$ cat config.mk
export PLATFORM = sky130hd
export DESIGN_NAME = hazard_scoreboard
export DESIGN_NICKNAME = d
export VERILOG_FILES = /design/src/rtl/hazard_scoreboard_pkg.sv /design/src/rtl/hazard_scoreboard_entry_match.sv /design/src/rtl/hazard_scoreboard.sv
export SDC_FILE = /design/constraint.sdc
export NUM_CORES = 1
export LEC_CHECK = 0
export CAP_MARGIN = 20
export CORE_MARGIN = 1.5
export CORE_UTILIZATION = 35
export CTS_CLUSTER_DIAMETER = 50
export CTS_CLUSTER_SIZE = 10
export DETAILED_ROUTE_END_ITERATION = 8
export SETUP_SLACK_MARGIN = 0.1
export SYNTH_ARGS = -nofsm -noshare
export SYNTH_HDL_FRONTEND = slang
export SYNTH_HIERARCHICAL = 1
export SYNTH_SLANG_ARGS = --single-unit
$ cat constraint.sdc
create_clock -name i_clk -period 7.16 [get_ports i_clk]
set_clock_uncertainty 0.05 [all_clocks]
set_input_delay 2.148 -clock i_clk [delete_from_list [all_inputs] [get_ports i_clk]]
set_output_delay 2.148 -clock i_clk [all_outputs]
set_load 0.005 [all_outputs]
$ cat src/rtl/hazard_scoreboard_pkg.sv
// Shared types and sizes for the RAW-hazard scoreboard and the ID/EX pipeline register.
package hazard_scoreboard_pkg;

    localparam int unsigned REG_ADDR_W = 5;
    localparam int unsigned NUM_REGS   = 32;

    typedef struct packed {
        logic                  valid;
        logic [REG_ADDR_W-1:0] rd;
    } sb_entry_t;

endpackage

$ cat src/rtl/hazard_scoreboard_entry_match.sv
// Compares one in-flight destination entry against a source register index; x0 never matches.
module sb_entry_match
    import hazard_scoreboard_pkg::*;
(
    input  sb_entry_t             entry,
    input  logic [REG_ADDR_W-1:0] addr,
    output logic                  hit
);

    assign hit = entry.valid && (entry.rd == addr) && (addr != '0);

endmodule

$ cat src/rtl/hazard_scoreboard.sv
// RAW-hazard interlock for the non-forwarding 5-stage pipeline: tracks rd in EX/MEM/WB and
// stalls ID while a used source operand is still pending.
module hazard_scoreboard
    import hazard_scoreboard_pkg::*;
#(
    parameter bit          WB_BYPASS   = 1'b0,
    parameter int unsigned STALL_CNT_W = 16
) (
    input  logic                   i_clk,
    input  logic                   i_reset,
    input  logic                   i_id_valid,
    input  logic [REG_ADDR_W-1:0]  i_id_rs1_addr,
    input  logic                   i_id_rs1_used,
    input  logic [REG_ADDR_W-1:0]  i_id_rs2_addr,
    input  logic                   i_id_rs2_used,
    input  logic [REG_ADDR_W-1:0]  i_id_rd_addr,
    input  logic                   i_id_rd_wren,
    input  logic                   i_flush,
    output logic                   o_stall,
    output logic                   o_ex_bubble,
    output logic [NUM_REGS-1:0]    o_pending_mask,
    output logic [STALL_CNT_W-1:0] o_stall_cycles
);

    localparam int unsigned NUM_ENTRIES = 3;
    localparam logic [STALL_CNT_W-1:0] CNT_ONE = {{(STALL_CNT_W-1){1'b0}}, 1'b1};

    sb_entry_t ex_q, mem_q, wb_q;
    sb_entry_t ex_d;
    logic [STALL_CNT_W-1:0] stall_cnt_q;

    sb_entry_t              entries [NUM_ENTRIES];
    logic [NUM_ENTRIES-1:0] rs1_hit, rs2_hit;
    logic                   rs1_match, rs2_match, hazard, issue;

    assign entries[0] = ex_q;
    assign entries[1] = mem_q;
    assign entries[2] = wb_q;

    for (genvar e = 0; e < NUM_ENTRIES; e++) begin : g_match
        sb_entry_match u_rs1 (.entry(entries[e]), .addr(i_id_rs1_addr), .hit(rs1_hit[e]));
        sb_entry_match u_rs2 (.entry(entries[e]), .addr(i_id_rs2_addr), .hit(rs2_hit[e]));
    end

    // With a write-through regfile the WB slot is already readable, so it never blocks.
    assign rs1_match = rs1_hit[0] || rs1_hit[1] || (!WB_BYPASS && rs1_hit[2]);
    assign rs2_match = rs2_hit[0] || rs2_hit[1] || (!WB_BYPASS && rs2_hit[2]);

    assign hazard      = i_id_valid && ((i_id_rs1_used && rs1_match) || (i_id_rs2_used && rs2_match));
    assign o_stall     = hazard && !i_flush;
    assign issue       = i_id_valid && !hazard && !i_flush;
    assign o_ex_bubble = !issue;

    always_comb begin
        ex_d = '0;
        if (issue) begin
            ex_d.valid = i_id_rd_wren && (i_id_rd_addr != '0);
            ex_d.rd    = i_id_rd_addr;
        end
    end

    always_comb begin
        o_pending_mask = '0;
        for (int e = 0; e < NUM_ENTRIES; e++) begin
            if (entries[e].valid) begin
                o_pending_mask[entries[e].rd] = 1'b1;
            end
        end
    end

    // Entries always advance; only ID is ever held.
    always_ff @(posedge i_clk) begin
        if (!i_reset) begin
            ex_q        <= '0;
            mem_q       <= '0;
            wb_q        <= '0;
            stall_cnt_q <= '0;
        end else begin
            ex_q  <= ex_d;
            mem_q <= ex_q;
            wb_q  <= mem_q;
            if (o_stall && (stall_cnt_q != '1)) begin
                stall_cnt_q <= stall_cnt_q + CNT_ONE;
            end
        end
    end

    assign o_stall_cycles = stall_cnt_q;

endmodule

==> impl_metrics.tcl, run 1 <==
set metrics [dict create \
    first_global_vias 2558 \
    area_growth_from_synthesis_to_final_layout_pct 34.8 \
    hold_path_startpoint "o_stall_cycles[8]$_SDFFE_PN0P_" \
    final_nets 433 \
    boundaryPins 72 \
    aggregate_negative_setup_slack_ns 0 \
    ant_nets 0 \
    dp.cells 498 \
    place.detailed.hpwl_um 5670 \
    antenna_violations_before_repair 0 \
    portBuffers 71 \
    crit_path_start_kind "input pin" \
    timing.critical_path.cells "clkdlybuf4s50_1, xor2_1, nor3_1, and4_1, o31ai_1, a21bo_2, inv_2, clkdlybuf4s50_1" \
    floorplan.core_area_sq_um 6910 \
    worstSetupEndpointType "primary output" \
    detail_route.iter0.violations 169 \
    initial_core_util 0.368 \
    net_count_synth 368 \
    crit_fanout 8 \
    clock_tree_from_tritoncts "yes" \
    worst_r2r_path_depth 8 \
    floorplan.die.height_um 88.3 \
    insertion_delay_ns 0.29 \
    finalHoldViolCount 0 \
    whs_endpoint "o_stall_cycles[8]$_SDFFE_PN0P_" \
    post_layout_instance_area_sq_um 3430 \
    edff_count_synth 0 \
    timing.max_cap.violations 0 \
    placed_area_sq_um 3310 \
    post_layout_nonfiller_instances 507 \
    synth_cell_area_sq_um 2540 \
    worst_path_max_delay_cell "clkdlybuf4s50_1" \
    numCtsBuffers 5 \
    leakagePower_nw 1.40 \
    yosysUniqueCellTypes 41 \
    cts.repair.resized 0 \
    synth.ff_latch_count 34 \
    cts_max_level 2 \
    clkTransAtPathRegs_ns 0.08 \
    worstSetupPathType "in2out" \
    outcome "completed" \
    critPathMostFrequentCell "clkdlybuf4s50_1" \
    drt_first_pass_iters 5 \
    rrSetupSlack_ns 4.56 \
    gp_congestion 0.822 \
    timing.critical_path.arrival_ns 4.39 \
    antenna_cells_inserted 0 \
    placement_rows 30 \
    finalWirelength_um 7970 \
    postSynthCellCount 345 \
    grt_max_degree 23 \
    gr-total-overflow 0 \
    timing.final.crit_share 0.920 \
    synthTopCellsByCount "82 x nand2_1, 34 x dfxtp_1, 30 x a22oi_1" \
    yosys.area.top_type "dfxtp_1" \
    grt_usage 0.206 \
    die_area_sq_um 7790 \
    cts.hold.buffers_added 0 \
    avgRoutedWirePerCell_um 15.7 \
    post_cts_setup_buffer_count 0 \
    numClockSinks 34 \
    rsz0062_at_grt "no" \
    maxSlewViolCount 0 \
    drc_errors 0 \
    cts.path.max_buffers 2 \
    die_width_um 88.3 \
    synth_most_common_cell "nand2_1" \
    post_route_cells_drive_above_1_share 0.0341 \
    setup_viol_count_final 0 \
    max_freq_ghz 0.152 \
    global_route_wire_length_before_repair_um 12600 \
    hold_removal_path_class "reg2reg" \
    r2r_end "o_stall_cycles[8]$_SDFFE_PN0P_" \
    synth_top_cell_area_share 0.268 \
    synth_top_flop_cell "dfxtp_1" \
    postSynth.asyncResetShare 0 \
    synth_warnings 6 \
    hold-path-cell-count 2 \
    synth.yosys.seq_area_share 0.268 \
    fin_util 0.496 \
    avgSynthCellArea_sq_um 7.37 \
    critical_path.max_stage_delay_ns 0.62 \
    vias_per_cell 5.51 \
    worst-slew-pin-transition_ns 1.08 \
    regToRegStartpoint "entries[15]$_SDFF_PN0_" \
    yosys-top-cells-area "dfxtp_1 27%, nand2_1 12%, a22oi_1 8.9%" \
    minimum_clock_period_ns 6.59 \
    irDropWorstVdd_mv 0.103 \
    vias 2794 \
    slew_headroom 0.280 \
    total_power_density_per_cell_area_nw_per_um2 120 \
    cts_root_buf "clkbuf_8" \
    endpoint_required_time_on_the_critical_path_ns 4.96 \
]
cell families (layout without fill, tap and decap cells):
group / count (synthesis) / in the layout / synth area share
compound gates: 58 / 58 / 0.167
xor+xnor: 30 / 30 / 0.103
fa+ha+maj: 1 / 1 / 0.00492
buf+inv: 20 / 86 / 0.0354
flops: 34 / 34 / 0.268
mux: 3 / 3 / 0.0118
simple gates: 199 / 199 / 0.410
layout make-up:
class / instances / area, sq um
Fill cell: 718 / 3480
Multi-Input combinational cell: 291 / 1770
Timing Repair Buffer: 72 / 718
Sequential cell: 34 / 681
Tap cell: 96 / 120
Clock buffer: 5 / 68.8
Clock inverter: 3 / 45.0
Inverter: 6 / 22.5
registers in the layout, indices dropped and copies added (netlist names):
signal and flops:
entries 18, o_stall_cycles 16
report_power, final:
group	internal [mW]	switching, mW
combinational	0.0210	0.0169
sequential	0.191	0.00569
clock	0.103	0.0751
total	0.315	0.0976
stage by stage:
step	hold WS [ns]	setup WS [ns]	total power, mW
CTS	0.457	0.608	0.417
global placement	0.421	0.653	0.238
detailed placement	0.415	0.615	0.238
global route	0.488	0.449	0.430
finish	0.458	0.570	0.413
floorplan	0.408	1.83	0.217
worst max-delay path by stage:
stage,startpoint,to,slack (ns),cells past startpoint
3_3_place_gp,i_id_rs2_addr[1],o_stall,0.65,8
2_1_floorplan,i_id_rs1_addr[1],o_stall,1.83,6
6_report,i_id_rs2_addr[1],o_stall,0.57,8
5_1_grt,i_id_rs1_addr[1],o_stall,0.45,8
4_1_cts,i_id_rs2_addr[1],o_stall,0.61,8
3_5_place_dp,i_id_rs2_addr[1],o_stall,0.61,8
worst max-delay path, delay by kind of cell:
kind | cells | cell delay [ns]
xor+xnor | 1 | 0.18
buf+inv | 3 | 1.11
compound gates | 2 | 0.67
simple gates | 2 | 0.27
metal layers:
layer / GRT usage / vias to the layer above / share of wire
met3: 0.0354 / 9 / 0.055
met1: 0.287 / 1332 / 0.47
met4: 0.0483 / 0 / 0.010
met5: 0 / - / 0
met2: 0.334 / 92 / 0.46
li1: - / 1361 / -
cell usage in the layout, fill, tap and decap left out, types with 3 or more instances in the layout:
master	n
inv_1	5
nor3_1	10
mux2i_1	3
nand3_1	10
o31ai_1	4
nor4_1	8
and4_1	8
xor2_1	19
xnor2_1	11
and3_1	8
a22oi_1	30
and2_1	18
or2_1	6
clkbuf_8	5
clkdlybuf4s50_1	71
nor2_1	16
dfxtp_1	34
and3b_1	8
nand2_1	82
a21oi_1	5
nand2b_1	3
nor3b_1	12
or4_1	4
o21ai_0	8
Power figures use the tool's default switching activity.
==> run 2, diff against run 1 <==
--- a/config.mk
+++ b/config.mk
@@ -8,9 +8,11 @@
 export CAP_MARGIN = 20
 export CORE_MARGIN = 1.5
 export CORE_UTILIZATION = 35
+export CTS_BUF_LIST = sky130_fd_sc_hd__clkbuf_16
 export CTS_CLUSTER_DIAMETER = 50
 export CTS_CLUSTER_SIZE = 10
 export DETAILED_ROUTE_END_ITERATION = 8
+export HOLD_SLACK_MARGIN = 0.1
 export SETUP_SLACK_MARGIN = 0.1
 export SYNTH_ARGS = -nofsm -noshare
 export SYNTH_HDL_FRONTEND = slang
==> impl_metrics.tcl, run 2 (synthesis results as in run 1) <==
set metrics [dict create \
    hold_removal_path_class "reg2reg" \
    maxSlewViolCount 0 \
    worst-slew-pin-transition_ns 1.09 \
    floorplan.die.height_um 88.3 \
    numCtsBuffers 5 \
    worstSetupEndpointType "primary output" \
    antenna_cells_inserted 0 \
    crit_end "o_stall" \
    mostFrequentLayoutCells "82 x nand2_1, 71 x clkdlybuf4s50_1, 34 x dfxtp_1, 30 x a22oi_1, 19 x xor2_1" \
    endpoint_required_time_on_the_critical_path_ns 4.96 \
    detail_route.iter0.violations 171 \
    vias_per_cell 5.47 \
    post_route_cells_drive_above_1_share 0.0341 \
    area_used_by_multi_input_combinational_logic_sq_um 1770 \
    p_clk_frac 0.511 \
    initial_core_util 0.368 \
    die_width_um 88.3 \
    irDropWorstVdd_mv 0.125 \
    critPathMostFrequentCell "clkdlybuf4s50_1" \
    post_cts_setup_buffer_count 0 \
    antenna_violations_before_repair 0 \
    finalHoldViolCount 0 \
    post_layout_nonfiller_instances 507 \
    largest_reg_flops 18 \
    timing.final.crit_share 0.917 \
    placement_rows 30 \
    critical_path.max_stage_delay_ns 0.54 \
    cts_max_level 2 \
    rsz0062_at_grt "no" \
    slew_headroom 0.275 \
    total_power_density_per_cell_area_nw_per_um2 138 \
    max_freq_ghz 0.152 \
    clkTransAtPathRegs_ns 0.05 \
    aggregate_negative_setup_slack_ns 0 \
    crit_path_start_kind "input pin" \
    drt_first_pass_iters 5 \
    gp_congestion 0.822 \
    cts.path.max_buffers 2 \
    cts_root_buf "clkbuf_16" \
    leakagePower_nw 1.43 \
    finalWirelength_um 7940 \
    layout_commonest_cell "nand2_1" \
    clock_tree_from_tritoncts "yes" \
    power.share.sequential 0.410 \
    hold-path-cell-count 1 \
    drc_errors 0 \
    r2r_end "o_stall_cycles[8]$_SDFFE_PN0P_" \
    timing.critical_path.arrival_ns 4.37 \
    worstSetupPathType "in2out" \
    vias 2775 \
    place.detailed.hpwl_um 5670 \
    avgRoutedWirePerCell_um 15.7 \
    worst_r2r_path_depth 8 \
    internal_portion_of_total_power_mw 0.376 \
    area_growth_from_synthesis_to_final_layout_pct 37.0 \
    cts.repair.resized 0 \
    die_area_sq_um 7790 \
    cts.hold.buffers_added 0 \
    layout.filler_cells 711 \
    final_nets 433 \
    insertion_delay_ns 0.28 \
    gr-total-overflow 0 \
    regToRegStartpoint "entries[9]$_SDFF_PN0_" \
    floorplan.core_area_sq_um 6910 \
    numClockSinks 34 \
    ant_nets 0 \
    final-seq-area_sq_um 681 \
    first_global_vias 2561 \
    boundaryPins 72 \
    dp.cells 498 \
    crit_fanout 8 \
    rrSetupSlack_ns 4.57 \
    timing.max_cap.violations 0 \
    p_sw_mw 0.104 \
    switching_share 0.216 \
    portBuffers 71 \
    outcome "completed" \
    minimum_clock_period_ns 6.57 \
    worst_path_max_delay_cell "clkdlybuf4s50_1" \
    grt_usage 0.206 \
    global_route_wire_length_before_repair_um 12600 \
    setup_viol_count_final 0 \
    timing.critical_path.cells "clkdlybuf4s50_1, nor4_1, o21ai_0, and4_1, o31ai_1, a21bo_2, inv_2, clkdlybuf4s50_1" \
    comb_power_share 0.079 \
    grt_max_degree 23 \
    startpoint "i_id_rs2_addr[1]" \
]
-- run 2: cell counts in the layout (fill, tap and decap cells not counted) --
Identical to the previous run, type by type.
-- run 2: layout make-up --
| cell class | count | area share |
|---|---|---|
| flip-flops and latches | 34 | 0.195 |
| multi-input cells | 291 | 0.509 |
| well taps | 96 | 0.0345 |
| inverters | 6 | 0.00646 |
| clock inverters | 3 | 0.0129 |
| repair buffers | 72 | 0.206 |
| clock buffers | 5 | 0.0359 |
-- run 2: power by group through the flow --
| stage | Sequential (mW) | Clock, mW | Combinational, mW |
|---|---|---|---|
| 2_1_floorplan | 0.198 | 0 | 0.0184 |
| 3_3_place_gp | 0.201 | 0 | 0.0374 |
| 3_5_place_dp | 0.201 | 0 | 0.0376 |
| 4_1_cts | 0.197 | 0.251 | 0.0379 |
| 5_1_grt | 0.197 | 0.260 | 0.0416 |
| 6_report | 0.197 | 0.245 | 0.0379 |
-- run 2: routing by layer --
layer,routed length [um],track usage,share of wire
met4,48,0.0526,0.0060
met3,372,0.0326,0.047
met2,3690,0.334,0.46
met1,3830,0.288,0.48
met5,0,0,0
-- run 2: worst min-delay path by stage --
stage                                      end  slack [ns]                            start
3_3_place_gp   o_stall_cycles[15]$_SDFFE_PN0P_        0.42  o_stall_cycles[15]$_SDFFE_PN0P_
3_5_place_dp   o_stall_cycles[15]$_SDFFE_PN0P_        0.42  o_stall_cycles[15]$_SDFFE_PN0P_
5_1_grt        o_stall_cycles[15]$_SDFFE_PN0P_        0.47  o_stall_cycles[15]$_SDFFE_PN0P_
6_report       o_stall_cycles[15]$_SDFFE_PN0P_        0.45  o_stall_cycles[15]$_SDFFE_PN0P_
4_1_cts        o_stall_cycles[15]$_SDFFE_PN0P_        0.45  o_stall_cycles[15]$_SDFFE_PN0P_
2_1_floorplan  o_stall_cycles[15]$_SDFFE_PN0P_        0.41  o_stall_cycles[15]$_SDFFE_PN0P_
-- run 2: worst max-delay path: cells and delay by family --
kind	cells	cell delay, ns
AOI/OAI and AO/OA	3	0.78
and+or+nand+nor	2	0.40
buffers and inverters	3	1.03
-- run 2: through the flow --
step | util | worst slack, ns | hold WS, ns | cell area, sq um | power, mW
after CTS | 0.503 | 0.608 | 0.448 | 3480 | 0.486
after detailed placement | 0.479 | 0.615 | 0.415 | 3310 | 0.238
after floorplan | - | 1.83 | 0.408 | 2540 | 0.217
final | 0.505 | 0.594 | 0.453 | 3480 | 0.480
after global placement | 0.479 | 0.653 | 0.421 | 3310 | 0.238
after global routing | 0.505 | 0.449 | 0.475 | 3480 | 0.499
==> run 3, diff against run 2 <==
--- a/config.mk
+++ b/config.mk
@@ -12,6 +12,7 @@
 export CTS_CLUSTER_DIAMETER = 50
 export CTS_CLUSTER_SIZE = 10
 export DETAILED_ROUTE_END_ITERATION = 8
+export DONT_BUFFER_PORTS = 1
 export HOLD_SLACK_MARGIN = 0.1
 export SETUP_SLACK_MARGIN = 0.1
 export SYNTH_ARGS = -nofsm -noshare
==> impl_metrics.tcl, run 3 (synthesis results as in run 1) <==
set metrics [dict create \
    largest_reg_flops 18 \
    numCtsBuffers 5 \
    layout_commonest_cell "nand2_1" \
    final-seq-area_sq_um 681 \
    timing.critical_path.arrival_ns 3.35 \
    endpoint_required_time_on_the_critical_path_ns 4.96 \
    timing.final.crit_share 0.775 \
    minimum_clock_period_ns 5.55 \
    hold_removal_path_class "reg2reg" \
    floorplan.core_area_sq_um 6910 \
    crit_path_start_kind "input pin" \
    final_nets 362 \
    placement_rows 30 \
    drc_errors 0 \
    place.detailed.hpwl_um 5200 \
    ant_nets 0 \
    worstSetupEndpointType "primary output" \
    antenna_cells_inserted 0 \
    grt_usage 0.194 \
    crit_fanout 8 \
    finalHoldViolCount 0 \
    aggregate_negative_setup_slack_ns 0 \
    post_route_cells_drive_above_1_share 0.0382 \
    numClockSinks 34 \
    total_power_density_per_cell_area_nw_per_um2 176 \
    gp_congestion 0.855 \
    antenna_violations_before_repair 0 \
    worst_path_max_delay_cell "o31ai_1" \
    detail_route.iter0.violations 232 \
    insertion_delay_ns 0.28 \
    maxSlewViolCount 0 \
    post_cts_setup_buffer_count 0 \
    outcome "completed" \
    portBuffers 0 \
    avgRoutedWirePerCell_um 17.7 \
    rrSetupSlack_ns 4.51 \
    clkTransAtPathRegs_ns 0.05 \
    boundaryPins 72 \
    initial_core_util 0.368 \
    vias_per_cell 6.01 \
    layout.filler_cells 734 \
    global_route_wire_length_before_repair_um 11600 \
    slew_headroom 0.259 \
    worstSetupPathType "in2out" \
    worst-slew-pin-transition_ns 1.11 \
    finalWirelength_um 7710 \
    cts.repair.resized 0 \
    timing.max_cap.violations 0 \
    cts.path.max_buffers 2 \
    area_growth_from_synthesis_to_final_layout_pct 9.69 \
    grt_max_degree 23 \
    timing.critical_path.cells "nor4_1, o21ai_0, and4_1, o31ai_1, a21bo_2, inv_2" \
    area_used_by_multi_input_combinational_logic_sq_um 1770 \
    irDropWorstVdd_mv 0.147 \
    floorplan.die.height_um 88.3 \
    max_freq_ghz 0.180 \
    post_layout_nonfiller_instances 436 \
    leakagePower_nw 1.19 \
    drt_first_pass_iters 5 \
    critical_path.max_stage_delay_ns 0.34 \
    die_width_um 88.3 \
    first_global_vias 2289 \
    die_area_sq_um 7790 \
    rsz0062_at_grt "no" \
    cts_max_level 2 \
    setup_viol_count_final 0 \
    vias 2622 \
    gr-total-overflow 0 \
    mostFrequentLayoutCells "82 x nand2_1, 34 x dfxtp_1, 30 x a22oi_1, 19 x xor2_1, 18 x and2_1" \
    clock_tree_from_tritoncts "yes" \
    cts_root_buf "clkbuf_16" \
    cts.hold.buffers_added 0 \
    dp.cells 427 \
]
-- run 3: changes by cell type in the layout (fill, tap and decap cells not counted) --
| cell | previous run | this run |
|---|---|---|
| clkbuf_4 | 1 | 0 |
| clkinv_1 | 0 | 1 |
| clkbuf_2 | 0 | 1 |
| clkdlybuf4s50_1 | 71 | 0 |
| clkinvlp_4 | 2 | 0 |
| bufinv_16 | 1 | 2 |
-- run 3: worst max-delay path: cells and delay by family --
kind	cells	cell delay (ns)
and+or+nand+nor	2	0.34
buffers and inverters	1	0.06
AOI/OAI and AO/OA	3	0.81
-- run 3: stage by stage --
stage | utilization | hold WS, ns | area [sq um] | setup slack [ns] | power (mW)
2_1_floorplan | - | 0.408 | 2540 | 1.83 | 0.217
3_3_place_gp | 0.376 | 0.449 | 2600 | 1.70 | 0.220
3_5_place_dp | 0.376 | 0.446 | 2600 | 1.61 | 0.221
4_1_cts | 0.403 | 0.468 | 2790 | 1.60 | 0.498
5_1_grt | 0.404 | 0.496 | 2790 | 1.44 | 0.509
6_report | 0.404 | 0.461 | 2790 | 1.61 | 0.492
-- run 3: metal layers --
metal	vias up	part of all wire	track usage
met1	1237	0.41	0.247
met5	-	0	0
met3	21	0.099	0.0662
li1	1222	-	-
met4	0	0.023	0.0639
met2	142	0.47	0.308
-- run 3: final timing paths --
path	start	cells past startpoint	end
worst max-delay path	i_id_rs1_addr[1]	6	o_stall
worst min-delay path	o_stall_cycles[8]$_SDFFE_PN0P_	2	o_stall_cycles[8]$_SDFFE_PN0P_
worst max register to register	entries[15]$_SDFF_PN0_	8	o_stall_cycles[10]$_SDFFE_PN0P_
worst min register to register	o_stall_cycles[8]$_SDFFE_PN0P_	2	o_stall_cycles[8]$_SDFFE_PN0P_
-- run 3: area by class of cell --
cell class | count | area share
Sequential cell | 34 | 0.244
Timing Repair Buffer | 1 | 0.00179
Tap cell | 96 | 0.0430
Clock buffer | 5 | 0.0448
Clock inverter | 3 | 0.0229
Inverter | 6 | 0.00807
Multi-Input combinational cell | 291 | 0.635
-- run 3: report_power, final --
part | internal, mW | switching (mW)
Clock | 0.198 | 0.0769
Combinational | 0.0103 | 0.00984
Sequential | 0.191 | 0.00586
Total | 0.399 | 0.0926
==> RTL change (flow settings as in run 1) <==
Reset style: asynchronous (`i_reset`), changed in one clocked block.
--- a/src/rtl/hazard_scoreboard.sv
+++ b/src/rtl/hazard_scoreboard.sv
@@ -71,3 +71,3 @@
     // Entries always advance; only ID is ever held.
-    always_ff @(posedge i_clk) begin
+    always_ff @(posedge i_clk or negedge i_reset) begin
         if (!i_reset) begin
Check against the original RTL: differs if i_reset is asserted again (counterexample within 4 cycles, from zero or initial values and one cycle with i_reset low); with i_reset held inactive, the same outputs for 10 cycles.
==> RTL change against run 1 <==
  * Critical path depth rose by 1
  * Area after synthesis rose by 0.49%
  * Sequential cell count did not move
  * Setup slack got worse by 13 ps
  * Die area rose by 0.48%
  * Wire length rose by 0.31%
  * Final area rose by 1.5%
  * Power fell by 1.3%
  * Synthesized cell count fell by 11%
  * Largest cell class unchanged
==> RTL change: results (changes against run 1) <==
status - finished, final reports clean
Netlist cell types - 38 (-7.3%)
top routing layer in use - met4
Crit Path Max Fanout - 6 (-2)
WL met3 - 703 um (+59%)
placed cells - 471 (-5.4%)
Max Root-Sink Buffers - 2 (unchanged)
worst reg2reg path depth - 8 (unchanged)
final WL - 7996 um (+0.31%)
hpwl dp - 5413 um (-4.5%)
fillers - 667 (-7.1%)
met2 routed WL - 3718 um (+0.35%)
initial detailed-routing violation count - 176 (+4.1%)
synthesized instance count - 308 (-11%)
GP Congestion - 0.8145 (-0.96%)
vias in the first global route - 2636 (+3.0%)
Commonest cells post-synth - 79 x nand2_1, 34 x dfrtp_1, 31 x xor2_1, 30 x a22oi_1
Leak - 1.623 nW (+16%)
final std cells w/o fill - 481 (-5.1%)
buffer count from post-CTS setup fixing - 0 (unchanged)
Post-synth ARST share - 100.0% (+100 points)
crit path DAT - 4400 ps (about the same)
Hold Path Stages - 1 (-1)
layout cell share with drive strength beyond 1 - 5.455% (+2.0 points)
largest cells by area after synthesis - dfrtp_1 33%, nand2_1 12%, xor2_1 11%
CTS resizes - 0 (unchanged)
antenna diode count - 0 (unchanged)
register area share after synthesis - 33.28% (+6.5 points)
via count - 2692 (-3.7%)
maximum vdd drop - 0.08550 mV (-17%)
Slowest cell on crit path - clkdlybuf4s50_1
largest net degree at the start of global routing - 35 (+52%)
Total GRT Usage - 21.31% (+0.68 points)
CTS root buffer - clkbuf_8
Mapped Nets - 331 (-10%)
clock-pin slew on the worst setup and hold paths - 60 ps (-20 ps)
CTS Buf Count - 5 (unchanged)
Nets - 407 (-6.0%)
top cell type by total area after synthesis - dfrtp_1
CP delay by family, top - buffers and inverters
Hold Crit Class - flop to flop
PortBufs - 71 (unchanged)
met1 wire length - 3507 um (-6.3%)
first-pass GRT wire length - 13020 um (+3.5%)
Slew HR - 48.49% (+20 points)
[RTL change: changes by cell type after synthesis, moves of 6 or more]
| cell | before | now |
|---|---|---|
| dfrtp_1 | 0 | 34 |
| dfxtp_1 | 34 | 0 |
| and2_1 | 18 | 5 |
| xor2_1 | 19 | 31 |
| nor2_1 | 16 | 8 |
| clkbuf_1 | 11 | 5 |
[RTL change: cell families (layout without fill, tap and decap cells)]
logic type	after synthesis	in the layout	share of synthesized area, %
AND/OR/NAND/NOR	179	179	37.98
AO/OA/AOI/OAI	42	42	11.99
XOR/XNOR	37	37	12.68
flip-flops	34	34	33.28
buffers and inverters	12	89	2.104
multiplexers	3	3	1.468
adder cells (fa/ha/maj)	1	1	0.4894
[RTL change: worst paths after layout]
check	start	end	slack [ps]
max in group asynchronous	i_reset	entries[7]$_DFF_PN0_	4530
min in group asynchronous	i_reset	o_stall_cycles[6]$_DFFE_PN0P_	2220
setup reg to reg	entries[15]$_DFF_PN0_	o_stall_cycles[14]$_DFFE_PN0P_	4580
setup / recovery	i_id_rs1_addr[1]	o_ex_bubble	560
hold reg to reg	o_stall_cycles[15]$_DFFE_PN0P_	o_stall_cycles[15]$_DFFE_PN0P_	460
hold / removal	o_stall_cycles[15]$_DFFE_PN0P_	o_stall_cycles[15]$_DFFE_PN0P_	460
[RTL change: final cells by class]
cell class / count / area (um^2) / area share [%]
flip-flops and latches: 34 / 850.8 / 24.45
multi-input cells: 262 / 1652 / 47.46
repair buffers: 77 / 750.7 / 21.57
clock buffers: 7 / 86.33 / 2.481
well taps: 96 / 120.1 / 3.452
inverters: 4 / 15.01 / 0.4315
clock inverters: 1 / 5.005 / 0.1438
[RTL change: where the power goes]
group,leakage [nW],total [mW],internal [mW],switching (mW)
combinational,1.11,0.0558,0.0299,0.0259
clock,0.0482,0.141,0.0774,0.0633
sequential,0.465,0.211,0.197,0.0144
[RTL change: stage by stage]
step                      instance area [um^2]  setup WS (ps)  hold slack [ps]
after floorplan                           2556           1520            368.2
after global placement                    3378          594.2            448.6
after detailed placement                  3378          569.4            450.2
after CTS                                 3470          553.9            463.1
after global routing                      3480          409.1            480.3
final                                     3480          557.4            460.2
[RTL change: routing by layer]
metal	track usage, %	up-vias
li1	-	1264
met1	28.18	1248
met2	35.95	168
met3	4.291	12
met4	5.114	0
met5	0	-
